### config.mk
export PLATFORM = sky130hd
export DESIGN_NAME = multi_channel_counter_flat
export DESIGN_NICKNAME = d
export VERILOG_FILES = /design/src/rtl/multi_channel_counter_if.sv /design/src/rtl/multi_channel_counter.sv /design/src/flat_wrapper.sv
export SDC_FILE = /design/constraint.sdc
export NUM_CORES = 1
export LEC_CHECK = 0
export BUFFER_PORTS_ARGS = -buffer_cell sky130_fd_sc_hd__clkbuf_2
export CAP_MARGIN = 10
export CORE_UTILIZATION = 44
export DETAILED_ROUTE_END_ITERATION = 8
export GPL_TIMING_DRIVEN = 0
export PLACE_DENSITY = 0.59
export RECOVER_POWER = 50
export SLEW_MARGIN = 25
export SYNTH_ARGS = -nofsm -noshare
export SYNTH_HDL_FRONTEND = slang
export SYNTH_SLANG_ARGS = --single-unit
### constraint.sdc
create_clock -name clk -period 2.15 [get_ports clk]
set_clock_uncertainty 0.15 [all_clocks]
set_input_delay 0.215 -clock clk [delete_from_list [all_inputs] [get_ports clk]]
set_output_delay 0.215 -clock clk [all_outputs]
set_load 0.02 [all_outputs]
### src/rtl/multi_channel_counter_if.sv
// Command port of multi_channel_counter: valid/ready programming bus plus error pulse.
interface multi_channel_counter_if #(
    parameter int unsigned WIDTH = 8,
    parameter int unsigned N_CH  = 4
);
    localparam int unsigned CH_W = (N_CH > 1) ? $clog2(N_CH) : 1;

    logic             cmd_valid;
    logic             cmd_ready;
    logic [CH_W-1:0]  cmd_ch;
    logic [1:0]       cmd_op;
    logic [WIDTH-1:0] cmd_stop;
    logic             cmd_mode;
    logic             cmd_err;

    modport master (
        output cmd_valid, cmd_ch, cmd_op, cmd_stop, cmd_mode,
        input  cmd_ready, cmd_err
    );

    modport slave (
        input  cmd_valid, cmd_ch, cmd_op, cmd_stop, cmd_mode,
        output cmd_ready, cmd_err
    );
endinterface

### src/rtl/multi_channel_counter.sv
// N-channel programmable counter: per-channel stop value, one-shot/periodic mode,
// run/halt/clear control via a valid/ready command port, registered count readback.
module multi_channel_counter #(
    parameter int unsigned WIDTH = 8,
    parameter int unsigned N_CH  = 4,
    localparam int unsigned CH_W = (N_CH > 1) ? $clog2(N_CH) : 1
) (
    input  logic                   clk,
    input  logic                   reset_l,
    input  logic                   en,
    multi_channel_counter_if.slave cmd,
    input  logic [CH_W-1:0]        rd_ch,
    output logic [WIDTH-1:0]       rd_count,
    output logic [N_CH-1:0]        tick,
    output logic [N_CH-1:0]        done,
    output logic [N_CH-1:0]        busy
);
    typedef enum logic [1:0] {StIdle, StRun, StHalt, StDone} ch_st_e;

    localparam logic [1:0] OpStart  = 2'b00;
    localparam logic [1:0] OpStop   = 2'b01;
    localparam logic [1:0] OpClear  = 2'b10;
    localparam logic [1:0] OpResume = 2'b11;

    ch_st_e                       st_q [N_CH];
    ch_st_e                       st_d [N_CH];
    logic [N_CH-1:0][WIDTH-1:0]   ctr_q, ctr_d;
    logic [N_CH-1:0][WIDTH-1:0]   stop_q, stop_d;
    logic [N_CH-1:0]              mode_q, mode_d;
    logic [N_CH-1:0]              tick_q, tick_d;
    logic                         cmd_ready_q, cmd_ready_d;
    logic                         cmd_err_q, cmd_err_d;
    logic [WIDTH-1:0]             rd_count_q, rd_count_d;
    logic                         accept;
    logic                         cmd_oob;

    // Next-state for every channel; an accepted command to a channel overrides its count step.
    always_comb begin
        accept      = cmd.cmd_valid && cmd_ready_q;
        cmd_oob     = 32'(cmd.cmd_ch) >= N_CH;
        cmd_ready_d = !accept;
        cmd_err_d   = accept && cmd_oob;
        for (int i = 0; i < N_CH; i++) begin
            st_d[i]   = st_q[i];
            ctr_d[i]  = ctr_q[i];
            stop_d[i] = stop_q[i];
            mode_d[i] = mode_q[i];
            tick_d[i] = 1'b0;
            if (accept && cmd.cmd_ch == CH_W'(i)) begin
                unique case (cmd.cmd_op)
                    OpStart: begin
                        st_d[i]   = StRun;
                        ctr_d[i]  = '0;
                        stop_d[i] = cmd.cmd_stop;
                        mode_d[i] = cmd.cmd_mode;
                    end
                    OpStop: begin
                        if (st_q[i] == StRun) st_d[i] = StHalt;
                    end
                    OpClear: begin
                        st_d[i]  = StIdle;
                        ctr_d[i] = '0;
                    end
                    OpResume: begin
                        if (st_q[i] == StHalt) st_d[i] = StRun;
                    end
                endcase
            end else if (st_q[i] == StRun && en) begin
                if (ctr_q[i] == stop_q[i]) begin
                    tick_d[i] = 1'b1;
                    // One-shot parks in DONE with ctr left at stop.
                    if (mode_q[i]) ctr_d[i] = '0;
                    else           st_d[i]  = StDone;
                end else begin
                    ctr_d[i] = ctr_q[i] + WIDTH'(1);
                end
            end
        end
    end

    // Readback mux; channel selects with no channel behind them read as zero.
    always_comb begin
        rd_count_d = '0;
        for (int i = 0; i < N_CH; i++) begin
            if (rd_ch == CH_W'(i)) rd_count_d = ctr_q[i];
        end
    end

    // State registers, asynchronously cleared.
    always_ff @(posedge clk or negedge reset_l) begin
        if (!reset_l) begin
            for (int i = 0; i < N_CH; i++) st_q[i] <= StIdle;
            ctr_q       <= '0;
            stop_q      <= '0;
            mode_q      <= '0;
            tick_q      <= '0;
            cmd_ready_q <= 1'b0;
            cmd_err_q   <= 1'b0;
            rd_count_q  <= '0;
        end else begin
            for (int i = 0; i < N_CH; i++) st_q[i] <= st_d[i];
            ctr_q       <= ctr_d;
            stop_q      <= stop_d;
            mode_q      <= mode_d;
            tick_q      <= tick_d;
            cmd_ready_q <= cmd_ready_d;
            cmd_err_q   <= cmd_err_d;
            rd_count_q  <= rd_count_d;
        end
    end

    // Level outputs decoded straight from the state registers.
    always_comb begin
        for (int i = 0; i < N_CH; i++) begin
            done[i] = (st_q[i] == StDone);
            busy[i] = (st_q[i] == StRun);
        end
    end

    assign tick          = tick_q;
    assign rd_count      = rd_count_q;
    assign cmd.cmd_ready = cmd_ready_q;
    assign cmd.cmd_err   = cmd_err_q;
endmodule

### src/flat_wrapper.sv
// flat-port wrapper written by rule: the top's interface ports become plain ports
module multi_channel_counter_flat 
#(
    parameter int unsigned WIDTH = 8,
    parameter int unsigned N_CH  = 4,
    localparam int unsigned CH_W = (N_CH > 1) ? $clog2(N_CH) : 1
)
  (clk, reset_l, en, rd_ch, rd_count, tick, done, busy, cmd_cmd_valid, cmd_cmd_ch, cmd_cmd_op, cmd_cmd_stop, cmd_cmd_mode, cmd_cmd_ready, cmd_cmd_err);
  multi_channel_counter_if #(.WIDTH(WIDTH), .N_CH(N_CH)) cmd_i ();
  input  logic clk;
  input  logic reset_l;
  input  logic en;
  input  logic [CH_W-1:0] rd_ch;
  output logic [WIDTH-1:0] rd_count;
  output logic [N_CH-1:0] tick;
  output logic [N_CH-1:0] done;
  output logic [N_CH-1:0] busy;
  input wire logic [$bits(cmd_i.cmd_valid)-1:0] cmd_cmd_valid;
  input wire logic [$bits(cmd_i.cmd_ch)-1:0] cmd_cmd_ch;
  input wire logic [$bits(cmd_i.cmd_op)-1:0] cmd_cmd_op;
  input wire logic [$bits(cmd_i.cmd_stop)-1:0] cmd_cmd_stop;
  input wire logic [$bits(cmd_i.cmd_mode)-1:0] cmd_cmd_mode;
  output wire logic [$bits(cmd_i.cmd_ready)-1:0] cmd_cmd_ready;
  output wire logic [$bits(cmd_i.cmd_err)-1:0] cmd_cmd_err;
  assign cmd_i.cmd_valid = cmd_cmd_valid;
  assign cmd_i.cmd_ch = cmd_cmd_ch;
  assign cmd_i.cmd_op = cmd_cmd_op;
  assign cmd_i.cmd_stop = cmd_cmd_stop;
  assign cmd_i.cmd_mode = cmd_cmd_mode;
  assign cmd_cmd_ready = cmd_i.cmd_ready;
  assign cmd_cmd_err = cmd_i.cmd_err;
  multi_channel_counter #(.WIDTH(WIDTH), .N_CH(N_CH)) u_core (.clk(clk), .reset_l(reset_l), .en(en), .cmd(cmd_i), .rd_ch(rd_ch), .rd_count(rd_count), .tick(tick), .done(done), .busy(busy));
endmodule
======== Word-level counts from Yosys, hierarchy flattened ========
Cells that the tools add are included.
word-level totals
  bits in registers ....................... 89
  logic and storage cells ................. 163
  input bits .............................. 19
cells by class
  reduce and logical (&&, ||, !) cells .... 34
  eq/ne operators ......................... 45
  add/subtract/negate cells ............... 4
  multiplexer cells ....................... 61
operator list
  operator               number
  $mux W8                21
  $mux W2                24
  $add A8 B1 Y8 const B  4
  $eq A8 B8 Y1           4
  $pmux W2 S4            4
  $eq A2 B2 Y1 const B   14
  $ne A3 B3 Y1 const B   8
  $reduce_and A5 Y1      4
  $ne A2 B2 Y1 const B   8
  $reduce_bool A2 Y1     8
  $eq A2 B1 Y1 const B   7
  $mux W1                12
  $ne A3 B1 Y1 const B   4
  $reduce_and A3 Y1      4
  $logic_and A1 B1 Y1    9
  $reduce_and A2 Y1      4
  $logic_not A2 Y1       3
  $reduce_or A2 Y1       1
  $logic_not A1 Y1       1

======== Depth between registers and ports, before layout ========
Gate-level depths: netlist of run 1.
  word-level depth ........................ 5
  depth in mapped cells ................... 8
  mapped depth without buffers ............ 7

======== Worst setup path before layout of run 1 ========
OpenSTA, ideal clock, no wires.
  path type ............................... reg2reg
  start ................................... register u_core.st_q[5] (netlist bit)
  end ..................................... register u_core.ctr_q[10] (netlist bit)
  setup slack ............................. 228 ps
  cell stages (with the launch flop) ...... 7
  data arrival time ....................... 1,646 ps
  cells stage by stage .................... dfrtp_1 -> and2b_1 -> nand3_2 -> o21a_2 -> or2_0 -> buf_2 -> a221o_1
between the ends
  cells in the longest elaborated chain, start to end .. 4
RTL lines
  item                                 RTL line                      text
  start, declared                      multi_channel_counter.sv:25   ch_st_e st_q [N_CH];
  $eq A2 B1 Y1                         --
  named net busy[1]                    flat_wrapper.sv:17            output logic [N_CH-1:0] busy;
  $logic_and A1 B1 Y1                  multi_channel_counter.sv:68   end else if (st_q[i] == StRun && en) begin
  $reduce_bool A2 Y1 (no source line)  --
  $reduce_and A3 Y1 (no source line)   --
  end signal, assigned                 multi_channel_counter.sv:102  ctr_q <= ctr_d;
  end, declared                        multi_channel_counter.sv:27   logic [N_CH-1:0][WIDTH-1:0] ctr_q, ctr_d;
The timed path passes the listed nets, and every way through them passes these cells.
A chain may end at the register's enable or synchronous reset.

======== Final worst setup path of run 1 ========
  start ................................... register u_core.ctr_q[25] (netlist bit)
  end ..................................... register u_core.st_q[1] (netlist bit)
between the ends
  cells in the longest elaborated chain, start to end .. 3
RTL lines
  item                                 RTL line                     text
  $eq A8 B8 Y1                         multi_channel_counter.sv:69  if (ctr_q[i] == stop_q[i]) begin
  $reduce_bool A2 Y1 (no source line)  --
  $reduce_and A5 Y1 (no source line)   --
No other way between the ends.

==> results of run 1 <==
per-stage QoR:
| stage | power, mW | setup TNS [ns] |
|---|---|---|
| floorplan | 3.424 | 0 |
| global placement | 3.853 | -33.13 |
| detailed placement | 3.906 | -0.3343 |
| CTS | 5.101 | 0 |
| global route | 5.461 | 0 |
| finish | 5.158 | 0 |
sequential cells by signal, summed over array words and instances (netlist names):
register              count
u_core.mode_q             4
u_core.ctr_q             32
u_core.st_q               8
u_core.rd_count           8
u_core.cmd.cmd_ready      1
u_core.tick               4
u_core.stop_q            32
worst max path at each step:
stage	from	endpoint	slack [ns]	cells after the start
after CTS	u_core.cmd.cmd_ready$_DFF_PN0_	u_core.stop_q[22]$_DFFE_PN0P_	0.02	4
after floorplan	u_core.st_q[5]$_DFFE_PN0P_	u_core.ctr_q[10]$_DFFE_PN0P_	0.23	6
after detailed placement	cmd_cmd_op[0]	u_core.ctr_q[24]$_DFFE_PN0P_	-0.12	8
after global placement	reset_l	u_core.stop_q[23]$_DFFE_PN0P_	-0.38	1
final	u_core.ctr_q[25]$_DFFE_PN0P_	u_core.st_q[1]$_DFFE_PN0P_	0.11	7
after global routing	u_core.ctr_q[28]$_DFFE_PN0P_	u_core.st_q[1]$_DFFE_PN0P_	0.03	8
cell usage in the layout, fill, tap and decap left out, drive strengths merged, types with 2 or more instances in the layout:
cell type,instances
nor3b,6
a221o,9
nand2,36
mux4,8
o211a,2
clkbuf,52
a21o,5
and2,14
nand2b,4
nor4,4
nor2,12
nand3,17
nand4,9
mux2,41
o311ai,3
a31oi,2
or2,9
and3,8
nand4b,3
dlygate4sd3,3
nor2b,8
xnor2,32
nor3,18
a211o,7
ha,9
buf,18
inv,8
o21a,7
o2bb2ai,3
dfrtp,89
o211ai,4
a21oi,7
o21ai,24
and2b,2
and4,2
metal layers:
layer / share of wire [%] / track usage, % / wire, um
met1: 47 / 30.31 / 5423
met5: 0 / 0 / 0
met3: 3.8 / 2.820 / 447
met4: 1.2 / 7.339 / 142
met2: 48 / 36.50 / 5609
worst reg2reg max path: cells and delay by family (launching register included):
kind	cells	cell delay, ns
DFF	1	0.47
and+or+nand+nor	2	0.45
AOI/OAI and AO/OA	2	0.39
buffers and inverters	2	0.33
xor gates and xnor gates	1	0.19
cell type report:
| class | instances | area, sq um | area share, % |
|---|---|---|---|
| Multi-Input combinational cell | 323 | 2519 | 45.70 |
| Sequential cell | 89 | 2231 | 40.48 |
| Timing Repair Buffer | 48 | 286.5 | 5.199 |
| Tap cell | 136 | 170.2 | 3.087 |
| Clock buffer | 13 | 158.9 | 2.883 |
| Buffer | 12 | 78.83 | 1.430 |
| Clock inverter | 2 | 37.54 | 0.6810 |
| Inverter | 8 | 30.03 | 0.5448 |
power by group:
part	internal, mW	leakage [nW]	switching (mW)
clock network	0.597	0.0957	0.600
registers	2.03	1.08	0.457
logic	0.777	1.16	0.693
kinds of logic after synthesis:
kind of cell               synth area share (%)
and+or+nand+nor                           17.91
DFF                                       46.41
AOI/OAI and AO/OA                         11.76
muxes                                     13.38
xor gates and xnor gates                  5.841
buffers and inverters                     2.268
adders and majority gates                 2.347
other                                   0.07815
timing repair:
item	CTS	global route
setup endpoints to repair	6	31
pin swaps	0	3
resized for setup	2	11
setup buffers	0	7
hold buffers	3	0
hold endpoints to repair	97	0
==> impl_metrics.env, run 1 <==
export IMPL_dieWidth_um=106.4
export IMPL_cts_buffer_depth=2
export IMPL_cts_buffers=9
export IMPL_grt_max_degree=56
export IMPL_tightest_slew_ns=0.9443
export IMPL_ant_nets=0
export IMPL_drt_first_pass_iters=4
export IMPL_root_buffer="clkbuf_8"
export IMPL_synth_area_sq_um=4798
export IMPL_grt_overflow=0
export IMPL_final_layout_size_suffix_gt1_share_pct=28.28
export IMPL_path_delay_family="flip-flops"
export IMPL_ff2ff_path_depth=7
export IMPL_clkTransAtPathRegs_ns=0.08
export IMPL_tritoncts="built"
export IMPL_drv_slew=0
export IMPL_max_slew_margin_pct=37.05
export IMPL_synth_most_common_cell="dfrtp_1"
export IMPL_rows=37
export IMPL_synth_top_cells_by_count="89 x dfrtp_1, 41 x mux2_2, 36 x nand2_1"
export IMPL_synth_distinct_cells=59
export IMPL_cp_start_kind="flop"
export IMPL_fin_nets=519
export IMPL_cp_slowest_cell="dfrtp_2"
export IMPL_final_min_clock_period_ns=2.045
export IMPL_r2r_start="u_core.ctr_q[25]$_DFFE_PN0P_"
export IMPL_vias=3632
export IMPL_die_h_um=106.4
export IMPL_critPathBufInv=2
export IMPL_path_cells="xnor2_2, nand4_1, or2_1, buf_2, buf_6, o311ai_2, o21a_1"
export IMPL_r2r_end="u_core.st_q[1]$_DFFE_PN0P_"
export IMPL_whs_path_depth=2
export IMPL_avgSynthCellArea_sq_um=11.11
export IMPL_placed_area_sq_um=5190
export IMPL_vias_per_cell=5.756
export IMPL_core_area_sq_um=10460
export IMPL_routed_wirelength_um=11620
export IMPL_io_buffers=37
export IMPL_ys_warnings_count=0
export IMPL_synth_area_leader_cell="dfrtp_1"
export IMPL_min_from="cmd_cmd_stop[1]"
export IMPL_syn2layout_area_growth_pct=14.86
export IMPL_min_path_type="input pin to flop"
export IMPL_die_area_sq_um=11330
export IMPL_drt_iter0_markers=169
export IMPL_p_leak_nw=2.336
export IMPL_drv_cap=0
export IMPL_cts_sinks=89
export IMPL_p_per_area_nw_per_um2=935.8
export IMPL_ys_seq_elements=89
export IMPL_synth_edff_count=0
export IMPL_ff2ff_setup_slack_ns=0.11
export IMPL_final_fill_count=973
export IMPL_grt_setup_unrepaired="no"
export IMPL_preCtsSetupSlack_ns=-0.1239
export IMPL_synthCells=432
export IMPL_fin_crit_sh_pct=95.10
export IMPL_path_max_fanout=10
export IMPL_async_flop_share_pct=100.0
export IMPL_slowest_delay_ns=0.47
export IMPL_grt_pass1_wl_um=18770
export IMPL_holdWs_ns=0.01265
export IMPL_fmax_ghz=0.4891
export IMPL_dp_cells=606
export IMPL_diodes=0
export IMPL_start_util_pct=45.86
export IMPL_cp_end_kind="flop"
export IMPL_setup_violations=0
export IMPL_synthTopCellsByArea="dfrtp_1 46%, mux2_2 9.6%, xnor2_1 5.8%"
export IMPL_ys_seq_area_share_pct=46.41
export IMPL_finalHoldViolations=0
export IMPL_clock_latency_ns=0.37
export IMPL_gp_congestion=0.8314
export IMPL_layout_cells_non_filler=631
export IMPL_route_detailed_wl_per_inst_um=18.42
export IMPL_fin_util_pct=52.68
export IMPL_io_pins=41
export IMPL_syn_num_nets=460
export IMPL_track_usage_pct=22.18
export IMPL_ir_drop_uv=408.7
export IMPL_holdPathEnd="u_core.stop_q[17]$_DFFE_PN0P_"
export IMPL_setup_ws_ns=0.1054
export IMPL_drc=0
export IMPL_grt_pass1_vias=3509
export IMPL_synth_top_area_share_pct=46.41
export IMPL_dp_hpwl_um=8590
export IMPL_required_ns=2.30
export IMPL_worstSetupPathType="flop to flop"
export IMPL_ys_flop_type="dfrtp_1"
export IMPL_h_tree_depth=3
export IMPL_status="complete, no violations"
export IMPL_cp_arrival_ns=2.20
export IMPL_stdcell_area_sq_um=5512
export IMPL_antenna_found_initial=0
Power figures use the tool's default switching activity.
==> inputs of run 2 (changes only) <==
--- a/config.mk
+++ b/config.mk
@@ -11,7 +11,6 @@
 export DETAILED_ROUTE_END_ITERATION = 8
 export GPL_TIMING_DRIVEN = 0
 export PLACE_DENSITY = 0.59
-export RECOVER_POWER = 50
 export SLEW_MARGIN = 25
 export SYNTH_ARGS = -nofsm -noshare
 export SYNTH_HDL_FRONTEND = slang
==> impl_metrics.env, run 2 (synthesis results as in run 1) <==
export IMPL_ff2ff_path_depth=7
export IMPL_drt_iter0_markers=169
export IMPL_grt_max_degree=56
export IMPL_vias_per_cell=5.746
export IMPL_final_cell_mix="86 x dfrtp_1, 41 x mux2_2, 36 x clkbuf_2"
export IMPL_final_common_cell="dfrtp_1"
export IMPL_gp_congestion=0.8314
export IMPL_min_from="cmd_cmd_stop[1]"
export IMPL_largestRegisters="u_core.ctr_q x32, u_core.stop_q x32"
export IMPL_fin_crit_sh_pct=95.05
export IMPL_finalHoldViolations=0
export IMPL_ff2ff_setup_slack_ns=0.11
export IMPL_max_slew_margin_pct=58.54
export IMPL_final_layout_size_suffix_gt1_share_pct=29.70
export IMPL_h_tree_depth=3
export IMPL_drv_cap=0
export IMPL_fmax_ghz=0.4893
export IMPL_path_max_fanout=10
export IMPL_cp_start_kind="flop"
export IMPL_ant_nets=0
export IMPL_stdcell_area_sq_um=5529
export IMPL_cp_arrival_ns=2.20
export IMPL_root_buffer="clkbuf_8"
export IMPL_ir_drop_uv=410.7
export IMPL_holdWs_ns=0.01269
export IMPL_dieWidth_um=106.4
export IMPL_p_per_area_nw_per_um2=933.7
export IMPL_holdPathEnd="u_core.stop_q[17]$_DFFE_PN0P_"
export IMPL_routed_wirelength_um=11620
export IMPL_required_ns=2.30
export IMPL_core_area_sq_um=10460
export IMPL_grt_pass1_wl_um=18770
export IMPL_rows=37
export IMPL_fin_util_pct=52.85
export IMPL_dp_hpwl_um=8590
export IMPL_clkTransAtPathRegs_ns=0.08
export IMPL_min_path_type="input pin to flop"
export IMPL_cp_end_kind="flop"
export IMPL_cts_sinks=89
export IMPL_whs_path_depth=2
export IMPL_status="complete, no violations"
export IMPL_grt_pass1_vias=3509
export IMPL_grt_setup_unrepaired="no"
export IMPL_syn2layout_area_growth_pct=15.23
export IMPL_route_detailed_wl_per_inst_um=18.41
export IMPL_tritoncts="built"
export IMPL_io_pins=41
export IMPL_setup_violations=0
export IMPL_fin_nets=519
export IMPL_tightest_slew_ns=0.6219
export IMPL_worstSetupPathType="flop to flop"
export IMPL_final_min_clock_period_ns=2.044
export IMPL_die_h_um=106.4
export IMPL_fin_setup_tns_ns=0
export IMPL_r2r_start="u_core.ctr_q[25]$_DFFE_PN0P_"
export IMPL_diodes=0
export IMPL_placed_area_sq_um=5190
export IMPL_cts_buffer_depth=2
export IMPL_track_usage_pct=22.18
export IMPL_power_mw=5.163
export IMPL_r2r_end="u_core.st_q[1]$_DFFE_PN0P_"
export IMPL_clock_latency_ns=0.37
export IMPL_p_leak_nw=2.361
export IMPL_cts_buffers=9
export IMPL_die_area_sq_um=11330
export IMPL_drt_first_pass_iters=4
export IMPL_io_buffers=37
export IMPL_drv_slew=0
export IMPL_start_util_pct=45.86
export IMPL_antenna_found_initial=0
export IMPL_vias=3626
export IMPL_grt_overflow=0
export IMPL_drc=0
run 2: cell counts in the layout (fill, tap and decap cells not counted):
Identical to the previous run, type by type.
run 2: timing repair:
| item | 4_1_cts | 5_1_grt |
|---|---|---|
| hold buffers | 3 | 0 |
| cloned | 0 | 0 |
| hold endpoints to repair | 97 | 0 |
| resized for setup | 2 | 11 |
| setup buffers | 0 | 7 |
| setup endpoints to repair | 6 | 31 |
| pin swaps | 0 | 3 |
run 2: report_power, final:
part           switching, mW  internal (mW)  total, mW
Combinational          0.692          0.781       1.47
Sequential             0.458           2.03       2.49
Clock                  0.600          0.597       1.20
run 2: stage by stage:
step	worst slack, ns	instances
after floorplan	0.2277	432
after global placement	-0.3788	605
after detailed placement	-0.1239	606
after CTS	0.02032	624
after global routing	0.02662	631
final	0.1063	631
run 2: critical path, cell delays in order (launching register included):
cell and delay [ns]:
dfrtp_2 0.47, xnor2_2 0.19, nand4_1 0.19, or2_1 0.26, buf_2 0.17, buf_6 0.16
o311ai_2 0.24, o21a_1 0.15
run 2: worst max-delay path by stage:
stage                     cells after the start  slack [ns]                           start                       endpoint
final                                         7        0.11    u_core.ctr_q[25]$_DFFE_PN0P_     u_core.st_q[1]$_DFFE_PN0P_
after global placement                        1       -0.38                         reset_l  u_core.stop_q[23]$_DFFE_PN0P_
after floorplan                               6        0.23      u_core.st_q[5]$_DFFE_PN0P_   u_core.ctr_q[10]$_DFFE_PN0P_
after global routing                          8        0.03    u_core.ctr_q[28]$_DFFE_PN0P_     u_core.st_q[1]$_DFFE_PN0P_
after CTS                                     4        0.02  u_core.cmd.cmd_ready$_DFF_PN0_  u_core.stop_q[22]$_DFFE_PN0P_
after detailed placement                      8       -0.12                   cmd_cmd_op[0]   u_core.ctr_q[24]$_DFFE_PN0P_
run 2: cell type report:
| type | instances | area [sq um] |
|---|---|---|
| Inverter | 8 | 30.03 |
| Tap cell | 136 | 170.2 |
| Clock buffer | 13 | 158.9 |
| Clock inverter | 2 | 37.54 |
| Fill cell | 969 | 4933 |
| Buffer | 12 | 78.83 |
| Multi-Input combinational cell | 323 | 2519 |
| Timing Repair Buffer | 48 | 304.0 |
| Sequential cell | 89 | 2231 |
run 2: layer usage:
metal,track usage [%],part of all wire (%),vias to the layer above
met1,30.31,47,1832
met2,36.50,48,82
li1,-,-,1702
met4,7.339,1.2,0
met5,0,0,-
met3,2.820,3.2,10
==> inputs of run 3 (changes only) <==
--- a/config.mk
+++ b/config.mk
@@ -7,10 +7,10 @@
 export LEC_CHECK = 0
 export BUFFER_PORTS_ARGS = -buffer_cell sky130_fd_sc_hd__clkbuf_2
 export CAP_MARGIN = 10
-export CORE_UTILIZATION = 44
+export CORE_UTILIZATION = 60
 export DETAILED_ROUTE_END_ITERATION = 8
 export GPL_TIMING_DRIVEN = 0
-export PLACE_DENSITY = 0.59
+export PLACE_DENSITY = 0.77
 export SLEW_MARGIN = 25
 export SYNTH_ARGS = -nofsm -noshare
 export SYNTH_HDL_FRONTEND = slang
==> impl_metrics.env, run 3 (synthesis results as in run 1) <==
export IMPL_status="complete, no violations"
export IMPL_diodes=0
export IMPL_setup_ws_ns=0.06114
export IMPL_worstSetupPathType="flop to flop"
export IMPL_antenna_found_initial=0
export IMPL_track_usage_pct=28.77
export IMPL_root_buffer="clkbuf_8"
export IMPL_vias_per_cell=6.130
export IMPL_routed_wirelength_um=11170
export IMPL_fin_nets=514
export IMPL_start_util_pct=62.10
export IMPL_drv_cap=0
export IMPL_path_max_fanout=7
export IMPL_drt_iter0_markers=238
export IMPL_final_min_clock_period_ns=2.089
export IMPL_final_cell_mix="89 x dfrtp_1, 41 x mux2_2, 36 x clkbuf_2"
export IMPL_ant_nets=0
export IMPL_required_ns=2.25
export IMPL_finalHoldViolations=0
export IMPL_io_pins=41
export IMPL_gp_congestion=0.8307
export IMPL_largestRegisters="u_core.ctr_q x32, u_core.stop_q x32"
export IMPL_grt_pass1_vias=3636
export IMPL_setup_violations=0
export IMPL_p_leak_nw=2.338
export IMPL_preCtsSetupSlack_ns=-0.1275
export IMPL_tritoncts="built"
export IMPL_placed_area_sq_um=5147
export IMPL_clkTransAtPathRegs_ns=0.08
export IMPL_holdWs_ns=0.01936
export IMPL_cp_start_kind="flop"
export IMPL_p_sw_share_pct=33.31
export IMPL_max_slew_margin_pct=59.59
export IMPL_ff2ff_path_depth=6
export IMPL_grt_max_degree=57
export IMPL_min_path_type="input pin to flop"
export IMPL_final_common_cell="dfrtp_1"
export IMPL_final_layout_size_suffix_gt1_share_pct=28.43
export IMPL_h_tree_depth=3
export IMPL_vias=3623
export IMPL_cp_end_kind="flop"
export IMPL_io_buffers=37
export IMPL_clkPwrFrac_pct=23.8
export IMPL_drt_first_pass_iters=5
export IMPL_cts_sinks=89
export IMPL_fmax_ghz=0.4787
export IMPL_dieWidth_um=91.43
export IMPL_cts_buffers=9
export IMPL_clock_latency_ns=0.36
export IMPL_power_switching_mw=1.700
export IMPL_die_area_sq_um=8359
export IMPL_drc=0
export IMPL_drv_slew=0
export IMPL_cp_arrival_ns=2.19
export IMPL_syn2layout_area_growth_pct=12.78
export IMPL_die_h_um=91.43
export IMPL_internal_power_mw=3.405
export IMPL_grt_overflow=0
export IMPL_stdcell_area_sq_um=5411
export IMPL_tightest_slew_ns=0.6061
export IMPL_cts_buffer_depth=2
export IMPL_fin_crit_sh_pct=97.16
export IMPL_fin_setup_tns_ns=0
export IMPL_p_per_area_nw_per_um2=943.4
export IMPL_dp_hpwl_um=8108
export IMPL_route_detailed_wl_per_inst_um=18.90
export IMPL_whs_path_depth=2
export IMPL_ir_drop_uv=485.0
export IMPL_fin_util_pct=70.03
export IMPL_sequentialPowerShare_pct=48.5
export IMPL_grt_pass1_wl_um=18240
export IMPL_core_area_sq_um=7727
export IMPL_grt_setup_unrepaired="yes"
export IMPL_pwr_share_comb_pct=27.6
export IMPL_rows=32
run 3: cell types whose count changed in the layout (fill, tap and decap cells not counted), sizes merged:
cell         change
dlygate4sd3      -2
buf              -3
clkinv           +2
clkinvlp         -1
clkbuf           -3
bufinv           +1
run 3: layout make-up:
type | count | area [sq um]
inverters | 8 | 30.03
flip-flops and latches | 89 | 2227
well taps | 102 | 127.6
plain buffers | 12 | 78.83
multi-input cells | 323 | 2489
clock buffers | 10 | 127.6
repair buffers | 43 | 261.5
clock inverters | 4 | 70.07
fillers | 569 | 2316
run 3: metrics by stage:
| stage | power [mW] | std cells |
|---|---|---|
| finish | 5.105 | 591 |
| global route | 5.356 | 591 |
| CTS | 5.090 | 587 |
| detailed placement | 3.883 | 572 |
| global placement | 3.809 | 571 |
| floorplan | 3.424 | 432 |
run 3: worst max-delay path, cell delays in order (launching register included):
cell	delay, ns
dfrtp_1	0.49
nand2_1	0.17
nor3b_2	0.40
nor4_4	0.08
or2_0	0.20
buf_2	0.16
a221o_1	0.34
run 3: worst paths after layout:
check / start / end / slack [ns]
worst max-delay path: u_core.cmd.cmd_ready$_DFF_PN0_ / u_core.ctr_q[10]$_DFFE_PN0P_ / 0.06
max in group asynchronous: reset_l / u_core.rd_count[4]$_DFF_PN0_ / 1.13
worst min register to register: u_core.st_q[4]$_DFFE_PN0P_ / u_core.st_q[4]$_DFFE_PN0P_ / 0.37
worst max register to register: u_core.cmd.cmd_ready$_DFF_PN0_ / u_core.ctr_q[10]$_DFFE_PN0P_ / 0.06
min in group asynchronous: reset_l / u_core.st_q[4]$_DFFE_PN0P_ / 0.16
worst min-delay path: cmd_cmd_stop[0] / u_core.stop_q[16]$_DFFE_PN0P_ / 0.02
run 3: what timing repair did:
action | in CTS | in global routing
hold buffers | 1 | 0
resized for setup | 1 | 6
setup endpoints to repair | 6 | 22
setup buffers | 0 | 4
pin swaps | 0 | 2
hold endpoints to repair | 89 | 0
run 3: power groups by stage:
stage	combinational [mW]	sequential (mW)	clock (mW)
2_1_floorplan	1.02	2.40	0
3_3_place_gp	1.33	2.48	0
3_5_place_dp	1.38	2.50	0
4_1_cts	1.40	2.46	1.23
5_1_grt	1.56	2.52	1.27
6_report	1.41	2.48	1.22
run 3: routing by layer:
metal,global-route usage (%),wire length (um),vias up
met2,48.25,5544,119
met3,4.523,602,21
li1,-,-,1687
met4,11.38,200,0
met1,37.44,4824,1796
met5,0,0,-
